### src/rtl/memory_access.sv
// MEM stage of the RV32 pipeline. Runs the data-memory req/gnt/rvalid handshake, aligns store lanes,
// extends load data, stalls the front end while an access is open, and owns the MEM/WB register.
package memory_access_pkg;
    typedef enum logic [4:0] {
        ALU_ADD, ALU_SUB, ALU_SLL, ALU_SLT, ALU_SLTU, ALU_XOR, ALU_SRL, ALU_SRA, ALU_OR, ALU_AND,
        ALU_LUI, ALU_AUIPC, ALU_JAL, ALU_JALR, ALU_BEQ, ALU_BNE, ALU_BLT, ALU_BGE, ALU_BLTU, ALU_BGEU,
        ALU_LB, ALU_LH, ALU_LW, ALU_LBU, ALU_LHU, ALU_SB, ALU_SH, ALU_SW
    } alu_ctrl_e;
endpackage

module memory_access
    import memory_access_pkg::*;
#(
    parameter int              XLEN           = 32,
    parameter int              TIMEOUT_CYCLES = 256,
    parameter logic [XLEN-1:0] RESET_PC       = 32'h8000_0000
) (
    input  logic            clk_i,
    input  logic            rstn_i,
    input  logic            tb_update_i,
    output logic            tb_update_o,
    input  logic [XLEN-1:0] pcM_i,
    input  logic [XLEN-1:0] instrM_i,
    output logic [XLEN-1:0] pcM_o,
    output logic [XLEN-1:0] instrM_o,
    input  alu_ctrl_e       operationM_i,
    input  logic [XLEN-1:0] rdM_data_i,
    input  logic [4:0]      rdM_addr_i,
    input  logic            rdM_wr_ena_i,
    input  logic [XLEN-1:0] memM_addr_i,
    input  logic [XLEN-1:0] memM_wr_data_i,
    input  logic            memM_wr_ena_i,
    output logic [XLEN-1:0] forwM_data_o,
    output logic [4:0]      rdM_addr_fw_o,
    output logic            rdM_wr_ena_fw_o,
    output logic            stall_o,
    output logic            dmem_req_o,
    input  logic            dmem_gnt_i,
    output logic            dmem_we_o,
    output logic [3:0]      dmem_be_o,
    output logic [XLEN-1:0] dmem_addr_o,
    output logic [XLEN-1:0] dmem_wdata_o,
    input  logic            dmem_rvalid_i,
    input  logic [XLEN-1:0] dmem_rdata_i,
    output logic [XLEN-1:0] rdW_data_o,
    output logic [4:0]      rdW_addr_o,
    output logic            rdW_wr_ena_o,
    output logic            misaligned_o,
    output logic            bus_err_o
);

    // state  | meaning
    // IDLE   | no access open; an aligned mem op issues its request combinationally
    // REQ    | request presented, waiting for gnt
    // RESP   | request accepted, waiting for rvalid
    localparam logic [1:0] S_IDLE = 2'd0;
    localparam logic [1:0] S_REQ  = 2'd1;
    localparam logic [1:0] S_RESP = 2'd2;

    localparam logic [1:0] SZ_NONE = 2'd0;
    localparam logic [1:0] SZ_B    = 2'd1;
    localparam logic [1:0] SZ_H    = 2'd2;
    localparam logic [1:0] SZ_W    = 2'd3;

    localparam int              CNT_W    = $clog2(TIMEOUT_CYCLES);
    localparam logic [CNT_W-1:0] CNT_LAST = CNT_W'(TIMEOUT_CYCLES - 1);

    logic [1:0]       r_state;
    logic [1:0]       w_state_nxt;
    logic [CNT_W-1:0] r_cnt;

    logic             w_is_load;
    logic             w_is_store;
    logic [1:0]       w_size;
    logic             w_misaligned;
    logic             w_issue;
    logic             w_cnt_last;
    logic             w_req;
    logic             w_stall;
    logic             w_timeout;
    logic [3:0]       w_be;
    logic [XLEN-1:0]  w_wdata;
    logic [XLEN-1:0]  w_rshift;
    logic [XLEN-1:0]  w_load_data;
    logic [XLEN-1:0]  w_wb_data;
    logic             w_wb_we;

    logic [XLEN-1:0]  r_pc;
    logic [XLEN-1:0]  r_instr;
    logic [XLEN-1:0]  r_rd_data;
    logic [4:0]       r_rd_addr;
    logic             r_rd_we;
    logic             r_tb_update;
    logic             r_misaligned;
    logic             r_bus_err;

    always_comb begin
        w_is_load  = 1'b0;
        w_is_store = 1'b0;
        w_size     = SZ_NONE;
        case (operationM_i)
            ALU_LB, ALU_LBU: begin w_is_load  = 1'b1; w_size = SZ_B; end
            ALU_LH, ALU_LHU: begin w_is_load  = 1'b1; w_size = SZ_H; end
            ALU_LW:          begin w_is_load  = 1'b1; w_size = SZ_W; end
            ALU_SB:          begin w_is_store = 1'b1; w_size = SZ_B; end
            ALU_SH:          begin w_is_store = 1'b1; w_size = SZ_H; end
            ALU_SW:          begin w_is_store = 1'b1; w_size = SZ_W; end
            default:         ;
        endcase
    end

    assign w_misaligned = ((w_size == SZ_H) && memM_addr_i[0]) ||
                          ((w_size == SZ_W) && (memM_addr_i[1:0] != 2'b00));

    // Gating with rstn_i keeps the request low while reset is held, even if a mem op sits at the input.
    assign w_issue    = rstn_i && (w_size != SZ_NONE) && !w_misaligned;
    assign w_cnt_last = (r_cnt == CNT_LAST);

    always_comb begin
        w_state_nxt = r_state;
        w_req       = 1'b0;
        w_stall     = 1'b0;
        w_timeout   = 1'b0;
        case (r_state)
            S_IDLE: begin
                if (w_issue) begin
                    w_req       = 1'b1;
                    w_stall     = 1'b1;
                    w_state_nxt = dmem_gnt_i ? S_RESP : S_REQ;
                end
            end
            S_REQ: begin
                if (w_cnt_last) begin
                    w_timeout   = 1'b1;
                    w_state_nxt = S_IDLE;
                end else begin
                    w_req   = 1'b1;
                    w_stall = 1'b1;
                    if (dmem_gnt_i) w_state_nxt = S_RESP;
                end
            end
            S_RESP: begin
                // A response arriving on the last counted cycle still completes normally.
                if (dmem_rvalid_i) begin
                    w_state_nxt = S_IDLE;
                end else if (w_cnt_last) begin
                    w_timeout   = 1'b1;
                    w_state_nxt = S_IDLE;
                end else begin
                    w_stall = 1'b1;
                end
            end
            default: w_state_nxt = S_IDLE;
        endcase
    end

    always_ff @(posedge clk_i or negedge rstn_i) begin
        if (!rstn_i) begin
            r_state <= S_IDLE;
            r_cnt   <= '0;
        end else begin
            r_state <= w_state_nxt;
            if (r_state == S_IDLE || w_state_nxt == S_IDLE) r_cnt <= '0;
            else                                             r_cnt <= r_cnt + 1'b1;
        end
    end

    always_comb begin
        w_be    = 4'b1111;
        w_wdata = memM_wr_data_i;
        case (w_size)
            SZ_B: begin
                w_be    = 4'b0001 << memM_addr_i[1:0];
                w_wdata = {4{memM_wr_data_i[7:0]}};
            end
            SZ_H: begin
                w_be    = memM_addr_i[1] ? 4'b1100 : 4'b0011;
                w_wdata = {2{memM_wr_data_i[15:0]}};
            end
            default: ;
        endcase
    end

    assign w_rshift = dmem_rdata_i >> {memM_addr_i[1:0], 3'b000};

    always_comb begin
        w_load_data = w_rshift;
        case (operationM_i)
            ALU_LB:  w_load_data = {{24{w_rshift[7]}}, w_rshift[7:0]};
            ALU_LBU: w_load_data = {24'h0, w_rshift[7:0]};
            ALU_LH:  w_load_data = {{16{w_rshift[15]}}, w_rshift[15:0]};
            ALU_LHU: w_load_data = {16'h0, w_rshift[15:0]};
            default: ;
        endcase
    end

    // The decode store flag also suppresses writeback, so a store never writes rd either way.
    assign w_wb_data = w_is_load ? w_load_data : rdM_data_i;
    assign w_wb_we   = rdM_wr_ena_i && !w_is_store && !memM_wr_ena_i && !w_misaligned && !w_timeout;

    always_ff @(posedge clk_i or negedge rstn_i) begin
        if (!rstn_i) begin
            r_pc         <= RESET_PC;
            r_instr      <= XLEN'(32'h13);
            r_rd_data    <= '0;
            r_rd_addr    <= '0;
            r_rd_we      <= 1'b0;
            r_tb_update  <= 1'b0;
            r_misaligned <= 1'b0;
            r_bus_err    <= 1'b0;
        end else begin
            r_pc         <= pcM_i;
            r_instr      <= instrM_i;
            r_rd_data    <= w_wb_data;
            r_rd_addr    <= rdM_addr_i;
            r_rd_we      <= !w_stall && w_wb_we;
            r_tb_update  <= !w_stall && tb_update_i;
            r_misaligned <= !w_stall && w_misaligned;
            r_bus_err    <= w_timeout;
        end
    end

    assign forwM_data_o    = rdM_data_i;
    assign rdM_addr_fw_o   = rdM_addr_i;
    assign rdM_wr_ena_fw_o = rdM_wr_ena_i;

    assign stall_o      = w_stall;
    assign dmem_req_o   = w_req;
    assign dmem_we_o    = w_is_store;
    assign dmem_be_o    = w_be;
    assign dmem_addr_o  = {memM_addr_i[XLEN-1:2], 2'b00};
    assign dmem_wdata_o = w_wdata;

    assign pcM_o        = r_pc;
    assign instrM_o     = r_instr;
    assign rdW_data_o   = r_rd_data;
    assign rdW_addr_o   = r_rd_addr;
    assign rdW_wr_ena_o = r_rd_we;
    assign tb_update_o  = r_tb_update;
    assign misaligned_o = r_misaligned;
    assign bus_err_o    = r_bus_err;

endmodule

### config.mk
export PLATFORM = sky130hd
export DESIGN_NAME = memory_access
export DESIGN_NICKNAME = d
export VERILOG_FILES = /design/src/rtl/memory_access.sv
export SDC_FILE = /design/constraint.sdc
export NUM_CORES = 1
export LEC_CHECK = 0
export ABC_AREA = 1
export CAP_MARGIN = 20
export CORE_AREA = 3 3 163 165
export CTS_CLUSTER_SIZE = 20
export DETAILED_ROUTE_END_ITERATION = 16
export DIE_AREA = 0 0 166 168
export SYNTH_ARGS = -nofsm -noshare
export SYNTH_HDL_FRONTEND = slang
export SYNTH_SLANG_ARGS = --single-unit
### constraint.sdc
create_clock -name clk_i -period 3.5 [get_ports clk_i]
set_clock_uncertainty 0.1 [all_clocks]
set_input_delay 0.875 -clock clk_i [delete_from_list [all_inputs] [get_ports clk_i]]
set_output_delay 0.875 -clock clk_i [all_outputs]
set_load 0.01 [all_outputs]
==> Implementation_results.wiki, run 1 <==
{| class="wikitable"
! Metric !! Value
|-
| Final Cycle Share || a little over nine tenths
|-
| Crit path launch || operationM_i[3]
|-
| Achievable clock frequency || 289 MHz
|-
| R2R setup slack || 1.71 ns
|-
| Post-detailed-route count of antenna-violating nets || 0
|-
| Clock insertion delay at the later pin of the skew report || 0.41 ns
|-
| DRC viols || 0
|-
| Total Nets Final || 1155
|-
| Library cell with the largest summed area after synthesis || sky130_fd_sc_hd__dfrtp_1
|-
| Area added between synthesis and finish || 85.7%
|-
| Final GP Congestion || approximately 0.85
|-
| Cell mode on critical path || sky130_fd_sc_hd__buf_4
|-
| Standard-cell rows || 58
|-
| Transition time at the pin with the least slew margin || ~0.89 ns
|-
| Most used standard cell by instance count after synthesis || sky130_fd_sc_hd__nand2_1
|-
| Total via count in the routed design || 5338
|-
| DRC marker count from the first detailed-route iteration || 174
|-
| Starting density of the core || about 22%
|-
| Fill cell instance count of the final layout || 2489
|-
| Total global-route track usage || 17.0%
|-
| Number of buffers added by the clock tree synthesis step || 17
|-
| Sum Neg Setup Slack || 0 ns
|-
| Proportion of synthesized flip-flops having asynchronous set or reset || 100%
|-
| Final critical-path required period || 3.46 ns
|-
| Number of distinct library cell variants in the gate-level netlist after synthesis || 36
|-
| CTS H-tree depth || 4
|-
| Count of pins on the block boundary || 423
|-
| Final Routed Wirelength || ~25000 um
|-
| Main area contributors after synthesis || sky130_fd_sc_hd__dfrtp_1 (51%), sky130_fd_sc_hd__buf_4 (11%), sky130_fd_sc_hd__nand2_1 (8.4%)
|-
| Post-route non-filler standard cell count || 1281
|-
| Slowest cell on the critical path || sky130_fd_sc_hd__ha_4
|-
| Portion of synthesized cell area occupied by the leading cell type || 50.9%
|-
| Clk slew on worst S/H paths || 0.06 ns
|-
| Clock Path Buffers || 2
|-
| Number of vias per cell || 4.17
|-
| Number of instances in the placed design || between 1000 and 1500
|-
| Final hold vios || 0
|-
| CTS tree || built
|-
| Worst Setup Start Kind || input pin
|-
| # setup viols final || 0
|-
| Power per standard cell area || 442 nW/um^2
|-
| Max Cap Viol || 0
|-
| DIE WIDTH || 166 um
|-
| Crit Path Max Fanout || 3
|-
| Number of flip-flops and latches in the synthesized netlist || 115
|-
| First-pass GRT wire length || 35000 um
|-
| Sequential share of the synthesized area || 52.8%
|-
| Worst ir drop on vdd || 296 uV
|-
| Avg WL per Cell || approximately 19 um
|-
| FF-to-FF End || r_cnt[5]
|-
| Count of TritonRoute iterations in the first routing pass || 4
|-
| Sink Count || 115
|-
| Top cells by count, synth || sky130_fd_sc_hd__nand2_1 (122), sky130_fd_sc_hd__dfrtp_1 (111), sky130_fd_sc_hd__buf_4 (80)
|-
| # port buffers || 360
|-
| Netlist Area Pre-Place || 5460 sq um
|-
| Data required time at the worst endpoint || 2.52 ns
|-
| Count of final max-slew check failures || 0
|-
| Antenna violations before repair || 3
|-
| Type of the setup path with the least slack || input pin to output pin
|-
| CP Data Arrival Time || 2.49 ns
|-
| Reg2Reg Launch Point || r_cnt[0]
|-
| Area enclosed by the die boundary || roughly 28000 sq um
|-
| Crit-path max cell delay || 0.18 ns
|-
| Post-Syn Instances || 590
|-
| Number of warnings issued by yosys || 0
|-
| Tightest slew margin relative to the limit || 40.9%
|-
| Remaining global-route overflow || 0
|-
| Share of layout cells above drive strength 1 || 24.7%
|-
| Cell at the root of the clock tree || sky130_fd_sc_hd__clkbuf_16
|-
| Critical path destination || dmem_wdata_o[26]
|-
| Post-detail-place hpwl || just under 20000 um
|-
| Mean instance size in the synthesized netlist || 9.26 sq um
|-
| Ordered cell list for the critical path || buf_4 -> inv_1 -> nand3_4 -> o22ai_4 -> buf_4 -> ha_4 -> clkinvlp_4 -> buf_4 -> buf_4 -> nor2_4 -> a21oi_4 -> nand2_1 -> buf_2
|-
| Largest net degree at the start of global routing || 70
|-
| Crit path capture type || output pin
|-
| Die Y || 168 um
|-
| Vias in the first global route || 5675
|-
| Run status || completed
|-
| Number of flops mapped to enable cells by yosys || 0
|-
| Core outline area || 25200 sq um
|-
| RSZ-0062 raised after global routing || true
|-
| Standby leakage power || 4.44 nW
|-
| Worst reg2reg path depth || 10
|-
| Predominant post-synthesis flop cell || sky130_fd_sc_hd__dfrtp_1
|-
| Class of the most critical hold timing path || flip-flop to flip-flop
|}
==> registers in the layout, summed over array words and instances (netlist names) <==
name	flops
instrM_o	32
pcM_o	32
rdW_data_o	32
r_cnt	8
rdW_addr_o	5
r_state	2
bus_err_o	1
misaligned_o	1
rdW_wr_ena_o	1
tb_update_o	1
==> metal layers <==
layer | up-vias | part of all wire (%) | track usage (%)
li1 | 2491 | - | -
met1 | 2522 | 32 | 15.4
met2 | 250 | 57 | 34.5
met3 | 73 | 6.6 | 4.67
met4 | 2 | 4.4 | 7.85
met5 | - | 0.053 | 0
==> stage by stage <==
step           hold WS (ns)  setup WS (ns)  util [%]  cell area [sq um]  power [W]
6_report              0.393         0.0371      40.3              10100    0.00448
5_1_grt               0.409        -0.0611      40.3              10100    0.00469
4_1_cts               0.396       0.000110      40.0              10100    0.00453
3_5_place_dp          0.386          -1.16      36.3               9150    0.00264
3_3_place_gp          0.380          -1.12      36.3               9150    0.00263
2_1_floorplan         0.361        0.00889         -               5470    0.00198
==> cells in the final DEF (no fill, tap or decap), drive strengths merged, types with 2 or more instances in the layout <==
cell type / count
a21oi: 19
a22oi: 9
a31oi: 10
buf: 86
bufinv: 2
clkbuf: 24
clkdlybuf4s15: 2
clkdlybuf4s50: 324
clkinvlp: 4
conb: 2
dfrtp: 111
dfstp: 4
ha: 9
inv: 58
nand2: 128
nand3: 16
nand4: 5
nor2: 85
o211ai: 2
o21ai: 40
xnor2: 3
xor2: 2
==> kinds of logic (layout without fill, tap and decap cells) <==
family | count (synthesis) | after routing | share of synthesized area, %
other | 1 | 3 | 0.0687
DFF | 115 | 115 | 52.8
buffers and inverters | 142 | 501 | 15.7
AOI/OAI and AO/OA | 83 | 83 | 9.09
and+or+nand+nor | 235 | 235 | 19.5
adders and majority gates | 9 | 9 | 2.06
xor gates and xnor gates | 5 | 5 | 0.802
==> final cells by class <==
class / count / area, sq um / share of cell area [%]
clock buffer: 17 / 425 / 4.19
timing repair buffer: 419 / 3990 / 39.3
multi-input combinational: 334 / 2030 / 20.0
antenna: 1 / 2.50 / 0.0247
clock inverter: 15 / 184 / 1.81
inverter: 49 / 210 / 2.07
timing repair inverter: 1 / 7.51 / 0.0740
tap: 330 / 413 / 4.07
sequential: 115 / 2880 / 28.4
==> critical path: cells and delay by family <==
kind / cells / cell delay (ns)
AND/OR/NAND/NOR: 3 / 0.28
buffers and inverters: 7 / 0.95
AO/OA/AOI/OAI: 2 / 0.21
adder cells (fa/ha/maj): 1 / 0.18
==> worst min path at each step <==
stage,from,end,slack [ns],cells past startpoint
floorplan,r_cnt[0],r_cnt[0],0.36,1
global placement,r_cnt[0],r_cnt[0],0.38,1
detailed placement,r_cnt[0],r_cnt[0],0.39,1
CTS,r_cnt[0],r_cnt[0],0.40,1
global route,r_cnt[0],r_cnt[0],0.41,1
finish,r_cnt[0],r_cnt[0],0.39,1
==> repair_timing <==
| action | CTS | global route |
|---|---|---|
| hold buffers | 0 | 0 |
| gates resized for setup | 197 | 49 |
| gates cloned | 2 | 0 |
| setup endpoints to repair | 30 | 30 |
| setup buffers | 11 | 4 |
| pin swaps | 20 | 11 |
==> where the power goes <==
group	internal [W]	leakage, nW	total (W)	switching (W)
logic	0.000622	2.78	0.00120	0.000583
clock network	0.00109	0.295	0.00181	0.000725
registers	0.00143	1.36	0.00146	0.0000380
(Power assumes the default switching activity.)
==> run 2, diff against run 1 <==
- PLACE_DENSITY: unset -> 0.57
==> Implementation_results.wiki, run 2 (synthesis gave the netlist of run 1 again) <==
{| class="wikitable"
! Metric !! Value
|-
| Run status || complete, but fails checks
|-
| Violations in the final reports || setup timing
|-
| Worst reg2reg path depth || 9 (-1)
|-
| Total via count in the routed design || 5316 (-0.41%)
|-
| Starting density of the core || 21.7% (unchanged)
|-
| Wire length on met3 || 1480 um (-8.3%)
|-
| DRC marker count from the first detailed-route iteration || 120 (-31%)
|-
| Antenna violations before repair || 0 (-3)
|-
| Number of vias per cell || 4.14 (-0.57%)
|-
| Reg2Reg Launch Point || r_cnt[0]
|-
| Avg WL per Cell || 18.1 um (-5.6%)
|-
| Antenna diodes || 0 (-1)
|-
| Sink Count || 115 (unchanged)
|-
| Achievable clock frequency || 285 MHz (-1.4%)
|-
| Highest routed metal layer || met4
|-
| Remaining global-route overflow || 0 (unchanged)
|-
| Most common library cell in the layout ignoring fill and taps || sky130_fd_sc_hd__clkdlybuf4s50_1
|-
| Sum Neg Setup Slack || -0.0198 ns (-0.0198 ns)
|-
| Min setup slack post-route || -0.0131 ns (-0.0502 ns)
|-
| Final Cycle Share || 100% (+1.4 points)
|-
| Slowest cell on the critical path || sky130_fd_sc_hd__ha_4
|-
| Number of instances on the worst hold path || 1 (unchanged)
|-
| HP Start || r_cnt[0]
|-
| R2R setup slack || 1.68 ns (-0.03 ns)
|-
| Post-detail-place hpwl || 18500 um (-6.5%)
|-
| Commonest cells after routing, fill and taps aside || sky130_fd_sc_hd__clkdlybuf4s50_1 (324), sky130_fd_sc_hd__dfrtp_1 (111), sky130_fd_sc_hd__nand2_1 (106)
|-
| DIE WIDTH || 166 um (unchanged)
|-
| DRC viols || 0 (unchanged)
|-
| Final Routed Wirelength || 23200 um (-5.5%)
|-
| Standard-cell rows || 58 (unchanged)
|-
| Largest net degree at the start of global routing || 60 (-14%)
|-
| Number of buffers added by the clock tree synthesis step || 17 (unchanged)
|-
| Final critical-path required period || 3.51 ns (+0.0502 ns)
|-
| # setup viols final || 3 (+3)
|-
| Clk slew on worst S/H paths || 0.06 ns (about the same)
|-
| Cell at the root of the clock tree || sky130_fd_sc_hd__clkbuf_16
|-
| Vias in the first global route || 5798 (+2.2%)
|-
| Class of the most critical hold timing path || flip-flop to flip-flop
|-
| Crit path capture type || output pin
|-
| Core outline area || 25200 sq um (unchanged)
|-
| Post-detailed-route count of antenna-violating nets || 0 (unchanged)
|-
| Register area || 2880 sq um (unchanged)
|-
| Crit Path Max Fanout || 8 (+5)
|-
| Tightest slew margin relative to the limit || 48.1% (+7.2 points)
|-
| Count of TritonRoute iterations in the first routing pass || 6 (+2)
|-
| Crit-path max cell delay || 0.34 ns (+0.16 ns)
|-
| Post-cts hold buffer count || 0 (unchanged)
|-
| Clock insertion delay at the later pin of the skew report || 0.41 ns (about the same)
|-
| Worst ir drop on vdd || 301 uV (+1.4%)
|-
| First-pass GRT wire length || 34300 um (-1.9%)
|-
| Number of instances in the placed design || 1230 (-0.24%)
|-
| Power per standard cell area || 438 nW/um^2 (-0.71%)
|-
| Fill cell instance count of the final layout || 2450 (-1.6%)
|-
| Area taken by multi-input logic gates || 2070 sq um (+2.0%)
|-
| Overall power after layout || 0.00451 W (+0.72%)
|-
| # port buffers || 360 (unchanged)
|-
| CP Data Arrival Time || 2.54 ns (+0.05 ns)
|-
| Worst Setup Start Kind || input pin
|-
| Area enclosed by the die boundary || 27900 sq um (unchanged)
|-
| Final hold vios || 0 (unchanged)
|-
| Standby leakage power || 4.51 nW (+1.5%)
|-
| Area added between synthesis and finish || 88.4%
|-
| CTS H-tree depth || 4 (unchanged)
|-
| Total global-route track usage || 16.3% (-0.65 points)
|-
| Max Cap Viol || 0 (unchanged)
|-
| CTS tree || built
|-
| Data required time at the worst endpoint || 2.52 ns (about the same)
|-
| Type of the setup path with the least slack || input pin to output pin
|-
| Count of pins on the block boundary || 423 (unchanged)
|-
| Total met2 wirelength after detailed routing || 12900 um (-7.5%)
|-
| Endpoint of the worst hold-timing path || r_cnt[0]
|-
| Wire length on met1 || 7880 um (+0.52%)
|-
| Ordered cell list for the critical path || buf_6 -> nand2_2 -> nor2_4 -> nand2_2 -> o21ai_4 -> a21oi_2 -> nand2_1 -> inv_2 -> ha_4 -> buf_12 -> clkinv_16 -> nand2_4 -> nor2_4 -> a21oi_2 -> nand2_1 -> buf_2
|-
| Transition time at the pin with the least slew margin || 0.779 ns (-0.108 ns)
|-
| Die Y || 168 um (unchanged)
|-
| Final GP Congestion || 0.803 (-5.7%)
|-
| Post-route non-filler standard cell count || 1283 (+0.16%)
|-
| FF-to-FF End || rdW_wr_ena_o
|-
| RSZ-0062 raised after global routing || true
|-
| Clock Path Buffers || 2 (unchanged)
|-
| Total Nets Final || 1158 (+0.26%)
|-
| Share of layout cells above drive strength 1 || 25.5% (+0.76 points)
|-
| Count of final max-slew check failures || 0 (unchanged)
|}
run 2: layer usage:
layer / vias to the layer above / global-route usage (%)
met5: - / 0
met4: 0 / 8.10
met3: 70 / 4.23
met2: 253 / 32.2
met1: 2500 / 15.6
li1: 2493 / -
run 2: what timing repair did:
item | CTS | global route
setup buffers | 16 | 6
resized for setup | 218 | 44
hold endpoints to repair | 0 | 0
gates cloned | 2 | 0
pin swaps | 27 | 9
endpoints found under the setup margin | 30 | 29
run 2: worst max-delay path by stage:
| stage | cells after the start | slack [ns] | startpoint | to |
|---|---|---|---|---|
| after floorplan | 12 | 0.009 | operationM_i[2] | dmem_wdata_o[10] |
| after global placement | 15 | -1.16 | operationM_i[0] | dmem_wdata_o[24] |
| after detailed placement | 13 | -1.19 | operationM_i[3] | dmem_wdata_o[8] |
| after CTS | 14 | 0.005 | operationM_i[2] | dmem_wdata_o[26] |
| after global routing | 16 | -0.13 | operationM_i[2] | dmem_wdata_o[25] |
| final | 16 | -0.01 | operationM_i[2] | dmem_wdata_o[12] |
run 2: power by group:
group	internal [W]	switching, W
Combinational	0.000656	0.000587
Clock	0.00109	0.000722
Sequential	0.00143	0.0000349
run 2: critical path: cells and delay by family:
family	cells	cell delay, ns
simple gates	7	0.57
buf+inv	5	0.51
compound gates	3	0.23
fa+ha+maj	1	0.34
run 2: cell type report:
cell class                 instances  share of cell area (%)
clock buffer                      17                    4.13
inverter                          49                    2.13
tap                              330                    4.01
sequential                       115                    28.0
multi-input combinational        334                    20.1
timing repair buffer             423                    39.8
clock inverter                    15                    1.79
run 2: through the flow:
step	worst slack (ns)	hold slack (ns)	instance area [sq um]	utilization, %
floorplan	0.00889	0.361	5470	-
global placement	-1.16	0.388	9150	36.3
detailed placement	-1.19	0.393	9150	36.3
CTS	0.00456	0.403	10100	40.3
global route	-0.126	0.437	10300	40.9
finish	-0.0131	0.398	10300	40.9
==> run 3, diff against run 2 <==
- CORE_AREA: 3 3 163 165 -> 3 3 165 167
- DIE_AREA: 0 0 166 168 -> 0 0 168 170
- PLACE_DENSITY: 0.57 -> 0.54
- clock period: 3.5 -> 3.33 ns (I/O delays scaled with it)
==> Implementation_results.wiki, run 3 (synthesis gave the netlist of run 1 again) <==
{| class="wikitable"
! Metric !! Value
|-
| Run status || complete, but fails checks
|-
| Violations in the final reports || setup timing
|-
| R2R setup slack || 1.41 ns (-0.27 ns)
|-
| First-pass GRT wire length || 35100 um (+2.4%)
|-
| Crit path capture type || output pin
|-
| Avg WL per Cell || 18.8 um (+4.0%)
|-
| Count of final max-slew check failures || 0 (unchanged)
|-
| # setup viols final || 15 (+12)
|-
| Fill cell instance count of the final layout || 2553 (+4.2%)
|-
| Area after detailed placement || 9110 sq um (-0.42%)
|-
| Count of pins on the block boundary || 423 (unchanged)
|-
| Number of buffers added by the clock tree synthesis step || 17 (unchanged)
|-
| RSZ-0062 raised after global routing || true
|-
| Commonest cells after routing, fill and taps aside || sky130_fd_sc_hd__clkdlybuf4s50_1 (324), sky130_fd_sc_hd__dfrtp_1 (111), sky130_fd_sc_hd__nand2_1 (107)
|-
| DRC marker count from the first detailed-route iteration || 195 (+63%)
|-
| Post-detailed-route count of antenna-violating nets || 0 (unchanged)
|-
| CP Data Arrival Time || 2.44 ns (-0.10 ns)
|-
| Type of the setup path with the least slack || input pin to output pin
|-
| Share of layout cells above drive strength 1 || 25.4% (-0.078 points)
|-
| Remaining global-route overflow || 0 (unchanged)
|-
| CTS H-tree depth || 4 (unchanged)
|-
| Min setup slack post-route || -0.0461 ns (-0.0330 ns)
|-
| Transition time at the pin with the least slew margin || 0.810 ns (+0.0314 ns)
|-
| Design area || 10200 sq um (-0.60%)
|-
| DRC viols || 0 (unchanged)
|-
| Class of the most critical hold timing path || flip-flop to flip-flop
|-
| Final Routed Wirelength || 24200 um (+4.4%)
|-
| Crit Path Max Fanout || 7 (-1)
|-
| Post-route non-filler standard cell count || 1289 (+0.47%)
|-
| Crit path launch || operationM_i[3]
|-
| Tightest slew margin relative to the limit || 46.0% (-2.1 points)
|-
| Total Nets Final || 1157 (-0.086%)
|-
| Area added between synthesis and finish || 87.3%
|-
| Final hold vios || 0 (unchanged)
|-
| Cell at the root of the clock tree || sky130_fd_sc_hd__clkbuf_16
|-
| Post-cts hold buffer count || 0 (unchanged)
|-
| Max Cap Viol || 0 (unchanged)
|-
| Crit-path max cell delay || 0.33 ns (about the same)
|-
| Standard-cell rows || 59 (+1.7%)
|-
| Number of instances in the placed design || 1230 (unchanged)
|-
| Worst Setup Start Kind || input pin
|-
| Ordered cell list for the critical path || buf_8 -> buf_6 -> nor2_4 -> nand2_2 -> o21ai_2 -> a21oi_2 -> nand2_2 -> inv_2 -> ha_4 -> buf_12 -> buf_8 -> buf_6 -> nand2_2 -> nand2_1 -> buf_2
|-
| Total global-route track usage || 16.8% (+0.43 points)
|-
| Sink Count || 115 (unchanged)
|-
| Clock insertion delay at the later pin of the skew report || 0.41 ns (about the same)
|-
| Vias in the first global route || 5561 (-4.1%)
|-
| Achievable clock frequency || 296 MHz
|-
| Slowest cell on the critical path || sky130_fd_sc_hd__ha_4
|-
| Starting density of the core || 21.1% (-0.61 points)
|-
| HP Start || r_cnt[0]
|-
| Count of TritonRoute iterations in the first routing pass || 5 (-1)
|-
| Clock Path Buffers || 2 (unchanged)
|-
| CTS tree || built
|-
| Reg2Reg Launch Point || r_cnt[0]
|-
| Standby leakage power || 4.46 nW (-0.99%)
|-
| Power per standard cell area || 470 nW/um^2 (+7.2%)
|-
| Area enclosed by the die boundary || 28600 sq um (+2.4%)
|-
| Number of vias per cell || 4.08 (-1.6%)
|-
| Total via count in the routed design || 5257 (-1.1%)
|-
| Final critical-path required period || 3.38 ns
|-
| Final Util || 39.5% (-1.4 points)
|-
| Final Cycle Share || 101%
|-
| Core outline area || 25900 sq um (+2.9%)
|-
| Most common library cell in the layout ignoring fill and taps || sky130_fd_sc_hd__clkdlybuf4s50_1
|-
| Largest net degree at the start of global routing || 64 (+6.7%)
|-
| Clk slew on worst S/H paths || 0.06 ns (about the same)
|-
| Die Y || 170 um (+1.2%)
|-
| Cell mode on critical path || sky130_fd_sc_hd__nand2_2
|-
| Antenna violations before repair || 3 (+3)
|-
| Data required time at the worst endpoint || 2.40 ns (-0.12 ns)
|-
| DIE WIDTH || 168 um (+1.2%)
|-
| Post-detail-place hpwl || 19100 um (+3.2%)
|-
| Final GP Congestion || 0.745 (-7.2%)
|-
| Worst ir drop on vdd || 305 uV (+1.6%)
|-
| # port buffers || 360 (unchanged)
|}
==> run 3: worst paths after layout <==
kind,end,depth (start not counted)
setup reg to reg,rdW_wr_ena_o,9
max in group asynchronous,rdW_data_o[12],3
setup / recovery,dmem_wdata_o[14],15
hold / removal,r_cnt[0],1
hold reg to reg,r_cnt[0],1
min in group asynchronous,instrM_o[16],2
==> run 3: area by class of cell <==
type / count / area [sq um] / share of cell area (%)
Antenna cell: 2 / 5.00 / 0.0489
Clock buffer: 17 / 425 / 4.16
Clock inverter: 15 / 206 / 2.02
Inverter: 49 / 198 / 1.93
Multi-Input combinational cell: 334 / 2050 / 20.0
Sequential cell: 115 / 2880 / 28.2
Tap cell: 335 / 419 / 4.10
Timing Repair Buffer: 421 / 4030 / 39.4
Timing Repair inverter: 1 / 7.51 / 0.0734
==> run 3: critical path, delay by kind of cell <==
family          cells  cell delay, ns
compound gates      2            0.13
fa+ha+maj           1            0.33
buf+inv             7            0.75
simple gates        5            0.37
==> run 3: routing by layer <==
| layer | vias to the layer above | share of wire (%) | GRT usage, % |
|---|---|---|---|
| met2 | 243 | 57 | 33.3 |
| met3 | 46 | 6.9 | 4.39 |
| met5 | - | 0.041 | 0 |
| met1 | 2468 | 34 | 16.6 |
| met4 | 2 | 3.0 | 6.33 |
| li1 | 2498 | - | - |
==> run 3: stage by stage <==
| stage | power, W | setup slack [ns] | hold slack (ns) | TNS (ns) |
|---|---|---|---|---|
| 5_1_grt | 0.00506 | -0.130 | 0.423 | -2.07 |
| 4_1_cts | 0.00488 | -0.0593 | 0.402 | -0.486 |
| 3_5_place_dp | 0.00277 | -1.17 | 0.392 | -30.34 |
| 2_1_floorplan | 0.00208 | 0.0138 | 0.361 | 0 |
| 6_report | 0.00481 | -0.0461 | 0.397 | -0.239 |
| 3_3_place_gp | 0.00276 | -1.10 | 0.384 | -27.69 |
==> run 3: timing repair <==
| item | in CTS | in global routing |
|---|---|---|
| buffers inserted | 22 | 2 |
| setup endpoints to repair | 30 | 38 |
| gates resized for setup | 217 | 27 |
| gates cloned | 2 | 0 |
| endpoints found under the hold margin | 0 | 0 |
| pin swaps | 11 | 14 |
==> run 3: report_power, final <==
part / leakage (nW) / internal [W] / switching (W)
clock network: 0.309 / 0.00122 / 0.000755
registers: 1.36 / 0.00150 / 0.0000403
logic: 2.79 / 0.000675 / 0.000622
total: 4.46 / 0.00339 / 0.00142
